`src/rtl/perceptron_trainer_pkg.sv`:
```
// Fixed-point types shared by the perceptron and its training sequencer.
// sfp is signed Q8.8; ONE is the label value for the positive class.
package perceptron_trainer_pkg;

  localparam int unsigned FracBits = 8;

  typedef logic signed [15:0] sfp;

  localparam sfp ONE = sfp'(1 << FracBits);

  function automatic logic sfp_eq(input sfp a, input sfp b);
    return a == b;
  endfunction

endpackage

```
`src/rtl/perceptron_trainer_if.sv`:
```
// Trainer-to-perceptron bus: the trainer drives samples and the update strobe,
// the perceptron returns its combinational prediction.
interface perceptron_trainer_if #(
  parameter int unsigned input_units = 2
);
  import perceptron_trainer_pkg::*;

  logic perc_rst;
  sfp   values [input_units];
  sfp   expected;
  logic training;
  sfp   learning_rate;
  sfp   prediction;

  modport master (
    output perc_rst, values, expected, training, learning_rate,
    input  prediction
  );

  modport slave (
    input  perc_rst, values, expected, training, learning_rate,
    output prediction
  );

endinterface

```
`src/rtl/perceptron_trainer_sample_mem.sv`:
```
// Labelled sample store: one synchronous write port, one asynchronous read port.
// Contents are deliberately not reset.
module perceptron_trainer_sample_mem
  import perceptron_trainer_pkg::*;
#(
  parameter int unsigned input_units = 2,
  parameter int unsigned depth       = 8,
  localparam int unsigned AddrW      = (depth > 1) ? $clog2(depth) : 1
) (
  input  logic             clk,
  input  logic             wr_en,
  input  logic [AddrW-1:0] wr_addr,
  input  sfp               wr_values [input_units],
  input  sfp               wr_label,
  input  logic [AddrW-1:0] rd_addr,
  output sfp               rd_values [input_units],
  output sfp               rd_label
);

  sfp feat_q  [depth][input_units];
  sfp label_q [depth];

  always_ff @(posedge clk) begin
    if (wr_en && (32'(wr_addr) < depth)) begin
      feat_q[wr_addr]  <= wr_values;
      label_q[wr_addr] <= wr_label;
    end
  end

  always_comb begin
    rd_values = feat_q[rd_addr];
    rd_label  = label_q[rd_addr];
  end

endmodule

```
`src/rtl/perceptron_trainer.sv`:
```
// Training sequencer: clears the attached perceptron, presents every stored sample
// per epoch, strobes an update on mispredictions and stops on convergence or limit.
module perceptron_trainer
  import perceptron_trainer_pkg::*;
#(
  parameter int unsigned input_units = 2,
  parameter int unsigned depth       = 8,
  parameter int unsigned max_epochs  = 64,
  localparam int unsigned AddrW      = (depth > 1) ? $clog2(depth) : 1,
  localparam int unsigned CntW       = $clog2(depth + 1),
  localparam int unsigned EpW        = $clog2(max_epochs + 1)
) (
  input  logic                  clk,
  input  logic                  rst,
  input  logic                  load_en,
  input  logic [AddrW-1:0]      load_addr,
  input  sfp                    load_values [input_units],
  input  sfp                    load_expected,
  input  logic [CntW-1:0]       num_samples,
  input  logic                  start,
  input  sfp                    lr_in,
  perceptron_trainer_if.master  perc,
  output logic                  busy,
  output logic                  done,
  output logic                  converged,
  output logic [EpW-1:0]        epoch,
  output logic [CntW-1:0]       epoch_errors
);

  typedef enum logic [2:0] {
    StIdle, StClear, StPresent, StTrain, StEpochEnd, StDone
  } state_e;

  state_e           state_q, state_d;
  logic [AddrW-1:0] idx_q, idx_d;
  logic [CntW-1:0]  num_q, num_d;
  logic [CntW-1:0]  err_q, err_d;
  logic [CntW-1:0]  eerr_q, eerr_d;
  logic [EpW-1:0]   epoch_q, epoch_d;
  logic             mismatch_q, mismatch_d;
  logic             conv_q, conv_d;
  sfp               lr_q, lr_d;

  sfp   rd_values [input_units];
  sfp   rd_label;
  logic presenting;

  perceptron_trainer_sample_mem #(
    .input_units (input_units),
    .depth       (depth)
  ) u_sample_mem (
    .clk       (clk),
    .wr_en     (load_en && !busy),
    .wr_addr   (load_addr),
    .wr_values (load_values),
    .wr_label  (load_expected),
    .rd_addr   (idx_q),
    .rd_values (rd_values),
    .rd_label  (rd_label)
  );

  always_comb begin
    state_d    = state_q;
    idx_d      = idx_q;
    num_d      = num_q;
    err_d      = err_q;
    eerr_d     = eerr_q;
    epoch_d    = epoch_q;
    mismatch_d = mismatch_q;
    conv_d     = conv_q;
    lr_d       = lr_q;
    case (state_q)
      StIdle: begin
        if (start) begin
          state_d = StClear;
          num_d   = num_samples;
          lr_d    = lr_in;
          epoch_d = '0;
          idx_d   = '0;
          err_d   = '0;
          conv_d  = 1'b0;
        end
      end
      StClear: begin
        if (num_q == '0) begin
          state_d = StDone;
          conv_d  = 1'b1;
        end else begin
          state_d = StPresent;
        end
      end
      StPresent: begin
        mismatch_d = !sfp_eq(perc.prediction, rd_label);
        if (mismatch_d) err_d = err_q + CntW'(1);
        state_d = StTrain;
      end
      StTrain: begin
        idx_d = idx_q + AddrW'(1);
        if (CntW'(idx_q) == num_q - CntW'(1)) state_d = StEpochEnd;
        else                                  state_d = StPresent;
      end
      StEpochEnd: begin
        epoch_d = epoch_q + EpW'(1);
        eerr_d  = err_q;
        if (err_q == '0) begin
          state_d = StDone;
          conv_d  = 1'b1;
        end else if (epoch_d == EpW'(max_epochs)) begin
          state_d = StDone;
        end else begin
          err_d   = '0;
          idx_d   = '0;
          state_d = StPresent;
        end
      end
      StDone:  state_d = StIdle;
      default: state_d = StIdle;
    endcase
  end

  always_ff @(posedge clk or posedge rst) begin
    if (rst) begin
      state_q    <= StIdle;
      idx_q      <= '0;
      num_q      <= '0;
      err_q      <= '0;
      eerr_q     <= '0;
      epoch_q    <= '0;
      mismatch_q <= 1'b0;
      conv_q     <= 1'b0;
      lr_q       <= '0;
    end else begin
      state_q    <= state_d;
      idx_q      <= idx_d;
      num_q      <= num_d;
      err_q      <= err_d;
      eerr_q     <= eerr_d;
      epoch_q    <= epoch_d;
      mismatch_q <= mismatch_d;
      conv_q     <= conv_d;
      lr_q       <= lr_d;
    end
  end

  // Sample bus is zero outside PRESENT/TRAIN so a reset never exposes memory contents.
  always_comb begin
    presenting         = (state_q == StPresent) || (state_q == StTrain);
    perc.perc_rst      = (state_q == StClear);
    perc.training      = (state_q == StTrain) && mismatch_q;
    perc.expected      = presenting ? rd_label : '0;
    perc.learning_rate = lr_q;
    for (int unsigned i = 0; i < input_units; i++) begin
      perc.values[i] = presenting ? rd_values[i] : '0;
    end
    busy         = (state_q != StIdle);
    done         = (state_q == StDone);
    converged    = conv_q;
    epoch        = epoch_q;
    epoch_errors = eerr_q;
  end

endmodule
```
`src/flat_wrapper.sv`:
```
// flat-port wrapper written by rule: the top's interface ports become plain ports
module perceptron_trainer_flat import perceptron_trainer_pkg::*;
#(
  parameter int unsigned input_units = 2,
  parameter int unsigned depth       = 8,
  parameter int unsigned max_epochs  = 64,
  localparam int unsigned AddrW      = (depth > 1) ? $clog2(depth) : 1,
  localparam int unsigned CntW       = $clog2(depth + 1),
  localparam int unsigned EpW        = $clog2(max_epochs + 1)
)
  (clk, rst, load_en, load_addr, load_values, load_expected, num_samples, start, lr_in, busy, done, converged, epoch, epoch_errors, perc_perc_rst, perc_values, perc_expected, perc_training, perc_learning_rate, perc_prediction);
  perceptron_trainer_if #(.input_units(input_units)) perc_i ();
  input  logic clk;
  input  logic rst;
  input  logic load_en;
  input  logic [AddrW-1:0] load_addr;
  input  sfp load_values[input_units];
  input  sfp load_expected;
  input  logic [CntW-1:0] num_samples;
  input  logic start;
  input  sfp lr_in;
  output logic busy;
  output logic done;
  output logic converged;
  output logic [EpW-1:0] epoch;
  output logic [CntW-1:0] epoch_errors;
  output wire logic [$bits(perc_i.perc_rst)-1:0] perc_perc_rst;
  output wire logic [$bits(perc_i.values)-1:0] perc_values;
  output wire logic [$bits(perc_i.expected)-1:0] perc_expected;
  output wire logic [$bits(perc_i.training)-1:0] perc_training;
  output wire logic [$bits(perc_i.learning_rate)-1:0] perc_learning_rate;
  input wire logic [$bits(perc_i.prediction)-1:0] perc_prediction;
  assign perc_perc_rst = perc_i.perc_rst;
  assign perc_values = {>>{perc_i.values}};
  assign perc_expected = perc_i.expected;
  assign perc_training = perc_i.training;
  assign perc_learning_rate = perc_i.learning_rate;
  assign perc_i.prediction = perc_prediction;
  perceptron_trainer #(.input_units(input_units), .depth(depth), .max_epochs(max_epochs)) u_core (.clk(clk), .rst(rst), .load_en(load_en), .load_addr(load_addr), .load_values(load_values), .load_expected(load_expected), .num_samples(num_samples), .start(start), .lr_in(lr_in), .perc(perc_i), .busy(busy), .done(done), .converged(converged), .epoch(epoch), .epoch_errors(epoch_errors));
endmodule
```
`config.mk`:
```
export PLATFORM = sky130hd
export DESIGN_NAME = perceptron_trainer_flat
export DESIGN_NICKNAME = d
export VERILOG_FILES = /design/src/rtl/perceptron_trainer_pkg.sv /design/src/rtl/perceptron_trainer_if.sv /design/src/rtl/perceptron_trainer_sample_mem.sv /design/src/rtl/perceptron_trainer.sv /design/src/flat_wrapper.sv
export SDC_FILE = /design/constraint.sdc
export NUM_CORES = 1
export LEC_CHECK = 0
export ABC_AREA = 0
export BUFFER_PORTS_ARGS = -buffer_cell sky130_fd_sc_hd__buf_2
export CAP_MARGIN = 20
export CORE_MARGIN = 5
export CORE_UTILIZATION = 35
export CTS_BUF_LIST = sky130_fd_sc_hd__clkbuf_2 sky130_fd_sc_hd__clkbuf_4 sky130_fd_sc_hd__clkbuf_8
export CTS_CLUSTER_SIZE = 24
export DETAILED_ROUTE_END_ITERATION = 7
export SLEW_MARGIN = 20
export SYNTH_ARGS = -nofsm -noshare
export SYNTH_HDL_FRONTEND = slang
export SYNTH_SLANG_ARGS = --single-unit
```
`constraint.sdc`:
```
create_clock -name clk -period 6 [get_ports clk]
set_input_delay 0.9 -clock clk [delete_from_list [all_inputs] [get_ports clk]]
set_output_delay 0.9 -clock clk [all_outputs]
set_load 0.005 [all_outputs]
```
* Word level (Yosys, flattened, before mapping)
Memories as Yosys holds them, arrays and structs flattened. Index checks and enable logic that the tools add are counted.
Word-level totals: memories 2, bits in registers 43, memory bits (writable) 384, input bits 91
Cells by class: multiplexer cells 26, reduce and logical (&&, ||, !) cells 18, add/subtract/negate cells 4, equal/unequal tests 14
Memory list:
- u_core.u_sample_mem.feat_q | depth 8, bits a word 32, read ports 1, clocked after memory_dff 0, wr ports 1, line perceptron_trainer_sample_mem.sv:20 | sfp feat_q [depth][input_units];
- u_core.u_sample_mem.label_q | depth 8, bits a word 16, read ports 1, clocked after memory_dff 0, wr ports 1, line perceptron_trainer_sample_mem.sv:21 | sfp label_q [depth];
Operator list (number):
- 16-bit two-way mux | 3
- 3-bit two-way mux | 8
- 16-bit == test | 1
- 4-bit two-way mux | 4
- 3-bit case mux with 5 select lines | 1
- 7-bit case mux with 2 select lines | 1
- 4-bit case mux with 3 select lines | 1
- 3-bit nonzero test | 4
- 3-bit case mux with 3 select lines | 1
- 4-bit logical NOT | 2
- 2-bit inequality test (second input constant) | 4
- 4-bit AND reduction | 2
- 7-bit by 1-bit adder with 7-bit output (second input constant) | 1
- 7-bit == test (second input constant) | 1
- 7-bit two-way mux | 1
- 3-bit by 2-bit == test with 1-bit output (second input constant) | 2
- 3-bit == test (second input constant) | 2
- 1-bit two-way mux | 5
- 5-bit AND reduction | 1
- 4-bit by 1-bit adder with 4-bit output (second input constant) | 1
- 3-bit by 4-bit == test with 1-bit output | 1
- 2-bit by 1-bit inequality test with 1-bit output (second input constant) | 2
- 2-bit AND reduction | 2
- 4-bit by 1-bit subtractor with 4-bit output (second input constant) | 1
- 8 further kinds | 10

* Logic depth before layout (Yosys ltp)
word-level depth 5, depth in mapped cells 11, gate-level depth less buffers 10

* Modules after synthesis
From an unflattened synthesis, not the netlist that was laid out.
Unflattened totals: cells, all modules 849, area total of the unflattened synthesis 17359.1 µm²
Modules (own cells, without submodules):
- perceptron_trainer_sample_mem | area an instance 14659.1 µm², sequential area each 11531.1 µm², cells an instance 568, times used 1
- perceptron_trainer | area an instance 2700.1 µm², sequential area each 1076.0 µm², cells an instance 281, times used 1

* Worst setup path after synthesis
Ideal clock, no wire load.
path kind input -> register, start input port load_addr[0], end memory u_core.u_sample_mem.feat_q[0][0] (netlist bit), enable pin, data required time 5487 ps, path buffers 0, arrival 4396 ps, cell stages on the path 2, library setup time 513 ps, path slack 1091 ps, path through nand3b_1 nor3_1
RTL lines:
- from (decl) | line flat_wrapper.sv:16 | input logic [AddrW-1:0] load_addr;
- to (decl) | line perceptron_trainer_sample_mem.sv:20
No word-level cell before the write port.

* Final worst setup path
start register u_core.idx_q[1], end output port perc_values[27]
Between the ends: longest elaborated chain between the ends 2
RTL lines:
- from (decl) | line perceptron_trainer.sv:35 | logic [AddrW-1:0] idx_q, idx_d;
- from (signal assigned) | line perceptron_trainer.sv:134 | idx_q <= idx_d;
- memory read 8 x 32 bit
- 16-bit two-way mux | line perceptron_trainer.sv:153 | perc.values[i] = presenting ? rd_values[i] : '0;
- to (decl) | line flat_wrapper.sv:28 | output wire logic [$bits(perc_i.values)-1:0] perc_values;
No other way between the ends.

==> out/qor.txt <==
Post-synth EDFFs -> 384
RD Place Congestion -> 0.738
Worst setup EP type -> output port
Buf/Inv on CP -> 3
Final min period -> 4.34 ns
CP max-delay cell -> dfrtp_4
FF+latch count, synth -> 427
GRT Util Overall -> 14.3%
Synth Warn # -> 0
clk_skew -> 0.0256 ns
synthesized cell area -> 17,000 sq um
final hold violation count -> 0
Area Overhead vs Synth -> 17.9%
initial core utilization -> 35.5%
RSZ-0062 raised after global routing -> no
FMAX -> 230 MHz
Remaining DRCs -> 0
Fin Setup TNS -> 0 ns
CTS tree -> built
antenna violations before repair -> 5
asr flop ratio synth -> 10.1%
GRT overflow -> 0
Final Instance Area -> 20,000 sq um
crit-path max FO -> 43
leading area contributor after synthesis -> edfxtp_1
filler instances -> 4,328
max-cap viol count -> 0
Area contributors post-synth -> edfxtp_1 (68%), mux4_2 (11%), dfrtp_1 (6.3%)
# IOs -> 171
Top delay family on crit path -> buffers and inverters
CTS clk-pin slew, worst paths -> 0.06 ns
post-CTS setup buffer count -> 0
Row Count -> 80
Die H -> 230 microns
Antenna Nets Post-Route -> 0
post-place setup slack -> 2.24 ns
leakage power -> 6.77 nW
outcome -> finished, final reports clean
total CTS buffers -> 72
Vias -> 8,872
Final #Nets -> 1,208
CTS Hold Bufs -> 0
# port buffers -> 170
clock latency on the worst-skew pair -> 0.62 ns
top-area cell type share of the netlist area -> 67.9%
Tcrit/Tclk final -> 72.4%
dominant cell by count in the synthesized netlist -> edfxtp_1
Yosys cell types -> 50
die area -> 53,000 sq um
Startpoint Class -> register
most used cell, CP -> buf_4
largest net degree at the start of global routing -> 61
first-pass GRT wire length -> 58,100 microns
Max clock buf depth -> 3
CP peak stage delay -> 0.91 ns
CP Class -> reg2out
Final setup violation count -> 0
Synth Flop Type -> edfxtp_1
Max VDD drop -> 0.000146 V
core area -> 47,800 sq um
Syn Nets -> 993
vias per cell -> 4.98
cell count after synthesis -> 896
HPWL Detailed -> 22,700 microns
top cells by count, synth -> edfxtp_1 (384), mux4_2 (80), nor2_1 (72)
share of layout cells above drive strength 1 -> 35.7%
sequential share of the synthesized area -> 74.2%
final worst slack -> 1.66 ns
Post-Route WL -> 38,000 microns
vias in the first global route -> 9,493
CTS Sinks -> 427
Critical Path RT -> 5.10 ns
worst path arrival time -> 3.44 ns
syn avg cell area -> 19.0 sq um
Root Driver -> clkbuf_8
fin. max-slew vios -> 0
Chip Width -> 230 microns
Worst slew margin -> 30.4%
Multi-input gate area -> 4200 sq um
Hold Path Class -> reg2reg
1st-pass router iterations -> 4
drt wl/cell -> 21.3 microns
worst-margin pin slew -> 1.04 ns
H-tree depth -> 3
DRT iter0 DRCs -> 490
Resized cells post-CTS -> 0
FF+latch area -> 12,600 sq um
CP Cell Sequence -> buf_4 -> buf_4 -> mux4_2 -> mux2i_1 -> nor2_1 -> buf_2
pwr dens -> 291 nW/um^2
placed instance area -> 18,600 sq um
routing by layer:
metal | GRT usage, % | vias up | share of wire (%)
met5 | 0 | - | 0.14
li1 | - | 3997 | -
met2 | 23.8 | 225 | 49
met3 | 3.97 | 79 | 5.6
met4 | 4.00 | 8 | 1.9
met1 | 18.6 | 4563 | 43
logic make-up (layout without fill, tap and decap cells):
group / Yosys count / after routing / share of synthesized area, %
DFF: 427 / 427 / 74.2
muxes: 171 / 171 / 16.3
and+or+nand+nor: 152 / 152 / 4.09
AOI/OAI and AO/OA: 65 / 65 / 2.42
buffers and inverters: 55 / 325 / 1.50
xor gates and xnor gates: 20 / 20 / 1.08
adders and majority gates: 6 / 6 / 0.442
other: 0 / 1 / 0
state kept, by name, indices dropped and copies added (netlist names):
name and flops:
u_core.mismatch_q 1, u_core.epoch_errors 4, u_core.state_q 3, u_core.u_sample_mem.label_q 128, u_core.converged 1, u_core.perc.learning_rate 16
u_core.num_q 4, u_core.err_q 4, u_core.epoch 7, u_core.u_sample_mem.feat_q 256, u_core.idx_q 3
layout make-up:
class | count | share of cell area [%]
antenna | 1 | 0.0125
timing repair buffer | 186 | 5.04
clock inverter | 35 | 1.02
tap | 615 | 3.84
multi-input combinational | 414 | 21.0
inverter | 10 | 0.187
sequential | 427 | 63.0
clock buffer | 94 | 5.90
metrics by stage:
step	total power [mW]	util, %	hold slack [ns]	std cells
floorplan	3.33	-	0.467	896
global placement	3.39	38.8	0.453	1650
detailed placement	3.40	38.9	0.459	1652
CTS	5.91	41.8	0.431	1781
global route	6.06	41.8	0.442	1781
finish	5.82	41.8	0.464	1782
cells in the final DEF, fill, tap and decap left out, drive strengths merged, types with 7 or more instances in the layout:
master and n:
nor3 8, mux2 17, o21ai 27, nand2 37
xor2 16, mux2i 74, mux4 80, buf 186
inv 12, nand3 9, nor2 73, a21oi 7
clkinv 30, a22oi 14, dfrtp 43, clkbuf 94
edfxtp 384
report_power, final:
group | switching (mW) | internal (mW)
logic | 0.0578 | 0.0319
registers | 0.00207 | 3.24
clock network | 1.15 | 1.34
total | 1.21 | 4.61
worst min-delay path, cell delays in order (launching register included):
cell and delay (ns):
dfrtp_1 0.33, nand2_1 0.05, nand2_1 0.05
final timing paths:
| path | from | end | slack (ns) | cells after the start |
|---|---|---|---|---|
| setup / recovery | u_core.idx_q[1] | perc_values[27] | 1.66 | 6 |
| hold / removal | u_core.epoch_errors[3] | u_core.epoch_errors[3] | 0.46 | 2 |
| setup reg to reg | u_core.idx_q[1] | u_core.err_q[1] | 2.31 | 8 |
| hold reg to reg | u_core.epoch_errors[3] | u_core.epoch_errors[3] | 0.46 | 2 |
| max in group asynchronous | rst | u_core.idx_q[1] | 4.84 | 2 |
| min in group asynchronous | rst | u_core.num_q[3] | 0.48 | 2 |
No activity file was read; power rests on OpenSTA's default activity.
